File: src/rtl/fifo_2_spi.sv
// SPI mode-0 master that drains the bridge TX FIFO word by word and returns the
// full-duplex receive data to the bridge RX FIFO while the read window is open.
module fifo_2_spi #(
   parameter int DATA_WIDTH = 32,
   parameter int CLK_DIV    = 4
) (
   input  logic                  pclk,
   input  logic                  presetn,
   input  logic                  empty_tx,
   input  logic [DATA_WIDTH-1:0] fifo_r_data_tx,
   output logic                  read_fifo_tx,
   input  logic                  full_rx,
   input  logic                  end_rx,
   output logic                  write_fifo_rx,
   output logic [DATA_WIDTH-1:0] fifo_w_data_rx,
   output logic                  sclk,
   output logic                  mosi,
   input  logic                  miso,
   output logic                  cs_n,
   output logic                  busy
);

   localparam int DIV_W = (CLK_DIV > 1) ? $clog2(CLK_DIV) : 1;
   localparam int BIT_W = $clog2(DATA_WIDTH);

   typedef enum logic [2:0] {IDLE, LOAD, SETUP, SHIFT, STORE, HOLD} state_t;

   state_t                state;
   logic [DATA_WIDTH-1:0] tx_shift;
   logic [DATA_WIDTH-1:0] rx_shift;
   logic [DATA_WIDTH-1:0] rx_data_q;
   logic [DIV_W-1:0]      div_cnt;
   logic [BIT_W-1:0]      bit_cnt;
   logic                  div_last;
   logic                  bit_last;

   assign div_last = (div_cnt == DIV_W'(CLK_DIV - 1));
   assign bit_last = (bit_cnt == BIT_W'(DATA_WIDTH - 1));

   // Push strobe is decoded from STORE so it lands on the very cycle the RX FIFO frees up.
   assign write_fifo_rx  = (state == STORE) && !end_rx && !full_rx;
   assign fifo_w_data_rx = write_fifo_rx ? rx_shift : rx_data_q;

   always_ff @(posedge pclk or negedge presetn) begin
      if (!presetn) begin
         state        <= IDLE;
         sclk         <= 1'b0;
         mosi         <= 1'b0;
         cs_n         <= 1'b1;
         busy         <= 1'b0;
         read_fifo_tx <= 1'b0;
         tx_shift     <= '0;
         rx_shift     <= '0;
         rx_data_q    <= '0;
         div_cnt      <= '0;
         bit_cnt      <= '0;
      end else begin
         read_fifo_tx <= 1'b0;
         case (state)
            IDLE: begin
               if (!empty_tx) begin
                  state        <= LOAD;
                  read_fifo_tx <= 1'b1;
                  cs_n         <= 1'b0;
                  busy         <= 1'b1;
               end
            end
            LOAD: begin
               tx_shift <= fifo_r_data_tx;
               mosi     <= fifo_r_data_tx[DATA_WIDTH-1];
               rx_shift <= '0;
               bit_cnt  <= '0;
               div_cnt  <= '0;
               sclk     <= 1'b0;
               state    <= SETUP;
            end
            SETUP: begin
               mosi <= tx_shift[DATA_WIDTH-1];
               if (div_last) begin
                  div_cnt <= '0;
                  state   <= SHIFT;
               end else begin
                  div_cnt <= div_cnt + 1'b1;
               end
            end
            SHIFT: begin
               if (div_last) begin
                  div_cnt <= '0;
                  if (!sclk) begin
                     sclk     <= 1'b1;
                     rx_shift <= {rx_shift[DATA_WIDTH-2:0], miso};
                  end else begin
                     sclk     <= 1'b0;
                     tx_shift <= tx_shift << 1;
                     mosi     <= tx_shift[DATA_WIDTH-2];
                     bit_cnt  <= bit_cnt + 1'b1;
                     if (bit_last) state <= STORE;
                  end
               end else begin
                  div_cnt <= div_cnt + 1'b1;
               end
            end
            STORE: begin
               // Stay here while the RX FIFO is full and the word is still wanted.
               if (end_rx || !full_rx) begin
                  if (!end_rx) rx_data_q <= rx_shift;
                  if (!empty_tx) begin
                     state        <= LOAD;
                     read_fifo_tx <= 1'b1;
                  end else begin
                     state   <= HOLD;
                     div_cnt <= '0;
                  end
               end
            end
            HOLD: begin
               if (div_last) begin
                  div_cnt <= '0;
                  state   <= IDLE;
                  cs_n    <= 1'b1;
                  busy    <= 1'b0;
               end else begin
                  div_cnt <= div_cnt + 1'b1;
               end
            end
            default: begin
               state <= IDLE;
               cs_n  <= 1'b1;
               busy  <= 1'b0;
               sclk  <= 1'b0;
            end
         endcase
      end
   end

endmodule

File: config.mk
export PLATFORM = sky130hd
export DESIGN_NAME = fifo_2_spi
export DESIGN_NICKNAME = d
export VERILOG_FILES = /design/src/rtl/fifo_2_spi.sv
export SDC_FILE = /design/constraint.sdc
export NUM_CORES = 1
export LEC_CHECK = 0
export CORE_UTILIZATION = 49
export CTS_CLUSTER_DIAMETER = 150
export DETAILED_ROUTE_END_ITERATION = 8
export GPL_TIMING_DRIVEN = 0
export PLACE_DENSITY = 0.76
export SLEW_MARGIN = 20
export SYNTH_ARGS = -nofsm -noshare
export SYNTH_HDL_FRONTEND = slang
export SYNTH_SLANG_ARGS = --single-unit
File: constraint.sdc
create_clock -name pclk -period 2.5 [get_ports pclk]
set_input_delay 0.75 -clock pclk [delete_from_list [all_inputs] [get_ports pclk]]
set_output_delay 0.75 -clock pclk [all_outputs]
set_load 0.03 [all_outputs]
==> results of run 1 <==
cells in the final DEF (no fill, tap or decap), types with 5 or more instances in the layout:
master	Yosys	layout
nor2_1	5	5
buf_4	1	11
o21ai_0	54	54
dfrtp_1	110	108
mux2_1	49	17
clkbuf_1	13	13
a21oi_1	5	5
nand2_1	112	112
mux2_2	16	16
buf_6	2	39
clkbuf_8	0	9
buf_2	10	11
nand2b_1	5	5
mux2_4	0	32
clkdlybuf4s50_1	0	39
mux2i_1	32	32
o21ai_1	15	15
final timing paths:
path | from | to | slack [ns] | depth (start not counted)
worst max register to register | state[0] | rx_data_q[10] | 0.55 | 8
worst min register to register | cs_n | cs_n | 0.48 | 2
max in group asynchronous | presetn | cs_n | 1.53 | 2
min in group pclk | cs_n | cs_n | 0.48 | 2
worst min-delay path | presetn | rx_data_q[16] | 0.27 | 1
worst max-delay path | state[0] | fifo_w_data_rx[24] | -0.26 | 6
power by group through the flow:
stage	combinational [W]	clock, W	sequential (W)
5_1_grt	0.00126	0.00114	0.00236
3_3_place_gp	0.00106	0	0.00233
2_1_floorplan	0.000696	0	0.00234
3_5_place_dp	0.00111	0	0.00234
6_report	0.00110	0.00103	0.00232
4_1_cts	0.00111	0.00106	0.00231
metrics by stage:
step           TNS (ns)  utilization  hold WS, ns
2_1_floorplan    -0.294            -        0.450
3_3_place_gp    -425.65        0.598        0.457
3_5_place_dp     -37.92        0.601        0.465
4_1_cts           -8.54        0.641        0.271
5_1_grt          -10.58        0.643        0.288
6_report          -7.74        0.643        0.272
sequential cells by signal, indices dropped and copies added (netlist names):
name,count
bit_cnt,5
busy,1
cs_n,1
div_cnt,2
mosi,1
read_fifo_tx,1
rx_data_q,32
rx_shift,32
sclk,1
state,3
tx_shift,32
what timing repair did:
item / CTS / global route
buffers inserted: 13 / 2
pin swaps: 1 / 1
gates resized for setup: 261 / 8
hold buffers: 0 / 0
endpoints found under the setup margin: 33 / 33
cloned: 1 / 1
cell families (layout without fill, tap and decap cells):
logic type,count (synthesis),count (layout),share of synthesized area
and+or+nand+nor,137,137,0.110
AOI/OAI and AO/OA,92,92,0.0974
adders and majority gates,3,3,0.00722
buffers and inverters,39,143,0.0493
DFF,111,111,0.534
muxes,97,97,0.202
final cells by class:
class / instances / area share
clock buffers: 9 / 0.0187
clock inverters: 7 / 0.00962
multi-input cells: 329 / 0.347
well taps: 136 / 0.0256
plain buffers: 30 / 0.0296
flip-flops and latches: 111 / 0.419
inverters: 5 / 0.00283
repair buffers: 92 / 0.148
routing by layer:
layer / GRT usage / share of wire / wire length (µm) / up-vias
li1: - / - / - / 1842
met1: 0.258 / 0.43 / 4580 / 1905
met2: 0.360 / 0.52 / 5510 / 92
met3: 0.0324 / 0.043 / 458 / 10
met4: 0.0594 / 0.010 / 108 / 0
met5: 0 / 0 / 0 / -
critical path, cell delays in order, from the launching register on:
cell and delay [ns]:
dfrtp_2 0.44, nor2_4 0.12, nor4b_4 0.25, buf_6 0.21, buf_12 0.16, mux2_4 0.32, buf_6 0.14
==> reports/results.tsv, run 1 <==
stage	metric	value	unit
power_and_ir_drop	Leak	3.24	nW
worst_setup_path	critical path fanouts, max	11	
die	Initial Util	0.504	
finish	layout cell share with drive strength beyond 1	0.240	
drt	via count	3849	
finish	nets	619	
placement	DP Area	6200	µm²
global_route	total grt overflow	0	
timing	Final Critical Period	2.76	ns
cts	CTS H-tree depth	3	
drt	DRT Wirelength	10700	µm
yosys	dominant cell by count in the synthesized netlist	nand2_1	
global_route	initial antenna violation count	0	
yosys	Syn Inst Count	479	
finish	area occupied by multi-input gates	2300	µm²
yosys	post-synth top area share	0.529	
power_and_ir_drop	switching share of total power	0.341	
worst_setup_path	crit end category	output pin	
yosys	prevailing post-synth register cell	dfrtp_1	
power_and_ir_drop	clock network power share	0.232	
finish	Final Instance Area	6640	µm²
cts	CTS Sinks	111	
placement	Placed Cells	691	
cts	CTS Buf Count	9	
power_and_ir_drop	combinational power share	0.247	
power_and_ir_drop	Reg power frac	0.521	
power_and_ir_drop	Pwr Total	0.00445	W
placement	port bufs	75	
worst_setup_path	WS Path Type	reg2out	
cts	TritonCTS clock tree	yes	
finish	# diodes	0	
die	Die ar.	11000	µm²
timing	relative slew slack	0.678	
timing	final hold violation count	0	
worst_setup_path	CP startpoint kind	register	
yosys	Synth Cell Area	5200	µm²
power_and_ir_drop	P_int	0.00293	W
yosys	syn_area_per_cell	10.9	µm²
drt	via/cell ratio	5.35	
yosys	EDFF count, synth	0	
timing	Final Cycle Share	1.11	
timing	worst-case clock skew	0.0120	ns
run_status	failing checks	negative setup slack	
timing	Final Slew Violations	0	
drt	1st-iter DRT viols	216	
drt	drt drc	0	
yosys	post-synth cell types	41	
power_and_ir_drop	VDD IR max	458	µV
power_and_ir_drop	Cell Pwr Density	670	nW/µm²
timing	unrepaired setup endpoints after global routing	yes	
finish	Reg area	2780	µm²
global_route	first-pass GRT wire length	18100	µm
timing	maximum clock rate	362	MHz
yosys	Synth area leader	dfrtp_1	
drt	Routed Antenna Nets	0	
placement	DP HPWL	7260	µm
die	Die X	105	µm
power_and_ir_drop	NetSw	0.00151	W
die	core area	10300	µm²
yosys	Syn Nets	520	
timing	Final setup violation count	33	
worst_setup_path	CP Data Required Time	1.75	ns
drt	WL/cell	14.8	µm
cts	clk buf depth	2	
finish	Non-Filler Instances	719	
worst_setup_path	CP Data Arrival Time	2.01	ns
global_route	vias in the first global route	3809	
run_status	status	complete, but fails checks	
finish	Layout Area Growth over Synthesis	27.6	%
timing	Tightest Pin Transition	0.483	ns
job	maxcap violations	0	
die	IO Count	76	
timing	Final WS setup	-0.265	ns
yosys	Synth warnings	0	
yosys	Async SR Flop Fraction	1.00	
placement	global placement routability congestion	0.825	
die	Die Span Y	105	µm
yosys	post-synthesis sequential area ratio	0.534	
yosys	Synth area leaders	dfrtp_1, mux2_1, nand2_1	
hold_path	HP Class	in2async	
placement	Setup WS pre-CTS	-1.19	ns
cts	Worst-Skew Late Latency	0.37	ns
die	Rows	37	
drt	Pre-antenna DRT Iters	4	
cts	Clock transition at path regs	0.11	ns
global_route	GRT Total Usage	0.204	
global_route	largest net degree at the start of global routing	72	
finish	fillers	852	
yosys	Synth Register Bits	111	
yosys	Post-synth top cells	nand2_1, dfrtp_1, o21ai_0	
cts	root cell of the clock tree	clkbuf_8	
(Power assumes the default switching activity.)
==> inputs of run 2 (changes only) <==
--- a/config.mk
+++ b/config.mk
@@ -9,7 +9,7 @@
 export CTS_CLUSTER_DIAMETER = 150
 export DETAILED_ROUTE_END_ITERATION = 8
 export GPL_TIMING_DRIVEN = 0
-export PLACE_DENSITY = 0.76
+export PLACE_DENSITY = 0.88
 export SLEW_MARGIN = 20
 export SYNTH_ARGS = -nofsm -noshare
 export SYNTH_HDL_FRONTEND = slang
==> run 2 against run 1 <==
Effect of this change:
- the run still ends with negative setup slack left
- die area is the same
- wire length rose by 6.1%
- core utilization is 1.1 points higher
- non-clock buffer count increased by 2
- power increased by 4.7%
- count of clock-buffer cells in the layout rose by 2
- critical path depth is 1 higher
- highest routed layer unchanged
- worst setup slack got worse by 0.049 ns
- sequential share of layout area down 0.71 points
- global-route usage increased by 1.0 points
- largest power group unchanged
- flip-flop and latch count did not move
- critical path type unchanged
- combinational power about the same
==> reports/results.tsv, run 2 (synthesized netlist as in run 1, its figures left out) <==
stage	metric	value	unit
run_status	status	complete, but fails checks	
run_status	failing checks	negative setup slack	
global_route	initial antenna violation count	0	
power_and_ir_drop	Leak	3.28	nW
placement	port bufs	75	
finish	Non-Filler Instances	721	
finish	fin util	0.654	
finish	fillers	761	
global_route	GRT Total Usage	0.214	
drt	WL/cell	15.7	µm
timing	Final WS setup	-0.313	ns
power_and_ir_drop	combinational power share	0.237	
power_and_ir_drop	Reg power frac	0.500	
timing	maximum clock rate	355	MHz
worst_setup_path	CP Data Required Time	1.75	ns
cts	TritonCTS clock tree	yes	
finish	most frequent cells in the layout	nand2_1, dfrtp_1, o21ai_0, clkdlybuf4s50_1, buf_6	
power_and_ir_drop	Cell Pwr Density	690	nW/µm²
placement	DP Area	6200	µm²
global_route	total grt overflow	0	
power_and_ir_drop	VDD IR max	384	µV
finish	Final Instance Area	6750	µm²
timing	Final setup violation count	32	
cts	CTS Buf Count	9	
cts	clk buf depth	2	
power_and_ir_drop	P_int	0.00316	W
worst_setup_path	CP startpoint kind	register	
finish	nets	621	
cts	Clock transition at path regs	0.10	ns
finish	commonest non-fill, non-tap cell in the layout	nand2_1	
cts	CTS H-tree depth	3	
timing	relative slew slack	0.613	
finish	Top Registers	rx_data_q x32, rx_shift x32, tx_shift x32	
die	Die Span Y	105	µm
drt	DRT Wirelength	11300	µm
finish	Reg area	2780	µm²
die	Initial Util	0.504	
placement	DP HPWL	7370	µm
die	Rows	37	
finish	# diodes	0	
cts	root cell of the clock tree	clkbuf_8	
drt	Pre-antenna DRT Iters	4	
placement	Placed Cells	691	
hold_path	HP Class	in2async	
drt	drt drc	0	
timing	unrepaired setup endpoints after global routing	yes	
job	maxcap violations	0	
cts	Worst-Skew Late Latency	0.38	ns
die	IO Count	76	
global_route	largest net degree at the start of global routing	63	
power_and_ir_drop	switching share of total power	0.320	
finish	area occupied by multi-input gates	2300	µm²
die	core area	10300	µm²
finish	layout cell share with drive strength beyond 1	0.241	
drt	via/cell ratio	5.40	
drt	1st-iter DRT viols	189	
power_and_ir_drop	NetSw	0.00149	W
cts	CTS Sinks	111	
die	Die X	105	µm
power_and_ir_drop	clock network power share	0.263	
global_route	vias in the first global route	3948	
cts	hold_buf cts	0	
global_route	first-pass GRT wire length	18900	µm
timing	final hold violation count	0	
placement	global placement routability congestion	0.830	
power_and_ir_drop	Pwr Total	0.00465	W
die	Die ar.	11000	µm²
worst_setup_path	WS Path Type	reg2out	
timing	worst-case clock skew	0.0104	ns
finish	Layout Area Growth over Synthesis	29.7	%
drt	via count	3890	
worst_setup_path	CP Data Arrival Time	2.06	ns
timing	Final Critical Period	2.81	ns
timing	Final Cycle Share	1.13	
timing	Hold Worst Slack	0.342	ns
drt	Routed Antenna Nets	0	
timing	Tightest Pin Transition	0.580	ns
worst_setup_path	critical path fanouts, max	7	
worst_setup_path	crit end category	output pin	
timing	Final Slew Violations	0	
[run 2: changes by cell type in the layout (fill, tap and decap cells not counted), moves of 2 or more]
cell | before | now
inv_8 | 2 | 0
bufinv_16 | 0 | 2
inv_6 | 2 | 0
clkbuf_8 | 9 | 11
buf_8 | 3 | 6
[run 2: worst max-delay path: stages (launching register included)]
cell	delay, ns
dfrtp_2	0.44
nor2_4	0.11
nor4b_4	0.25
buf_6	0.16
buf_12	0.13
clkbuf_16	0.15
mux2_4	0.30
buf_6	0.14
[run 2: layout make-up]
cell class / instances / share of cell area
Clock inverter: 5 / 0.0119
Multi-Input combinational cell: 329 / 0.341
Inverter: 5 / 0.00278
Buffer: 32 / 0.0350
Clock buffer: 11 / 0.0224
Timing Repair Buffer: 92 / 0.150
Tap cell: 136 / 0.0252
Sequential cell: 111 / 0.412
[run 2: path summary, 6_finish.rpt]
path | start | to | slack (ns) | depth (start not counted)
worst min-delay path | presetn | rx_data_q[15] | 0.34 | 1
worst max register to register | state[0] | rx_data_q[14] | 0.59 | 8
max in group asynchronous | presetn | cs_n | 1.47 | 2
worst min register to register | cs_n | cs_n | 0.48 | 2
min in group pclk | cs_n | cs_n | 0.48 | 2
worst max-delay path | state[0] | fifo_w_data_rx[8] | -0.31 | 7
[run 2: what timing repair did]
action / CTS / global route
pin swaps: 1 / 1
resized for setup: 271 / 5
endpoints found under the hold margin: 0 / 0
endpoints found under the setup margin: 33 / 33
buffers inserted: 13 / 1
gates cloned: 2 / 1
[run 2: power by group through the flow]
stage,sequential [W],combinational [W],clock [W]
final,0.00233,0.00110,0.00122
after global routing,0.00236,0.00126,0.00131
after CTS,0.00232,0.00111,0.00125
after detailed placement,0.00235,0.00110,0
after global placement,0.00232,0.00105,0
after floorplan,0.00234,0.000696,0
[run 2: stage by stage]
stage / worst slack (ns) / setup TNS, ns
floorplan: -0.0144 / -0.294
global placement: -3.37 / -410.18
detailed placement: -1.19 / -37.91
CTS: -0.382 / -10.22
global route: -0.407 / -12.22
finish: -0.313 / -9.29
[run 2: routing by layer]
| metal | up-vias | wire length (µm) | share of wire | global-route usage |
|---|---|---|---|---|
| met5 | - | 0 | 0 | 0 |
| met4 | 0 | 193 | 0.017 | 0.0704 |
| met3 | 20 | 516 | 0.046 | 0.0505 |
| met2 | 84 | 5810 | 0.51 | 0.370 |
| met1 | 1950 | 4790 | 0.42 | 0.265 |
| li1 | 1836 | - | - | - |
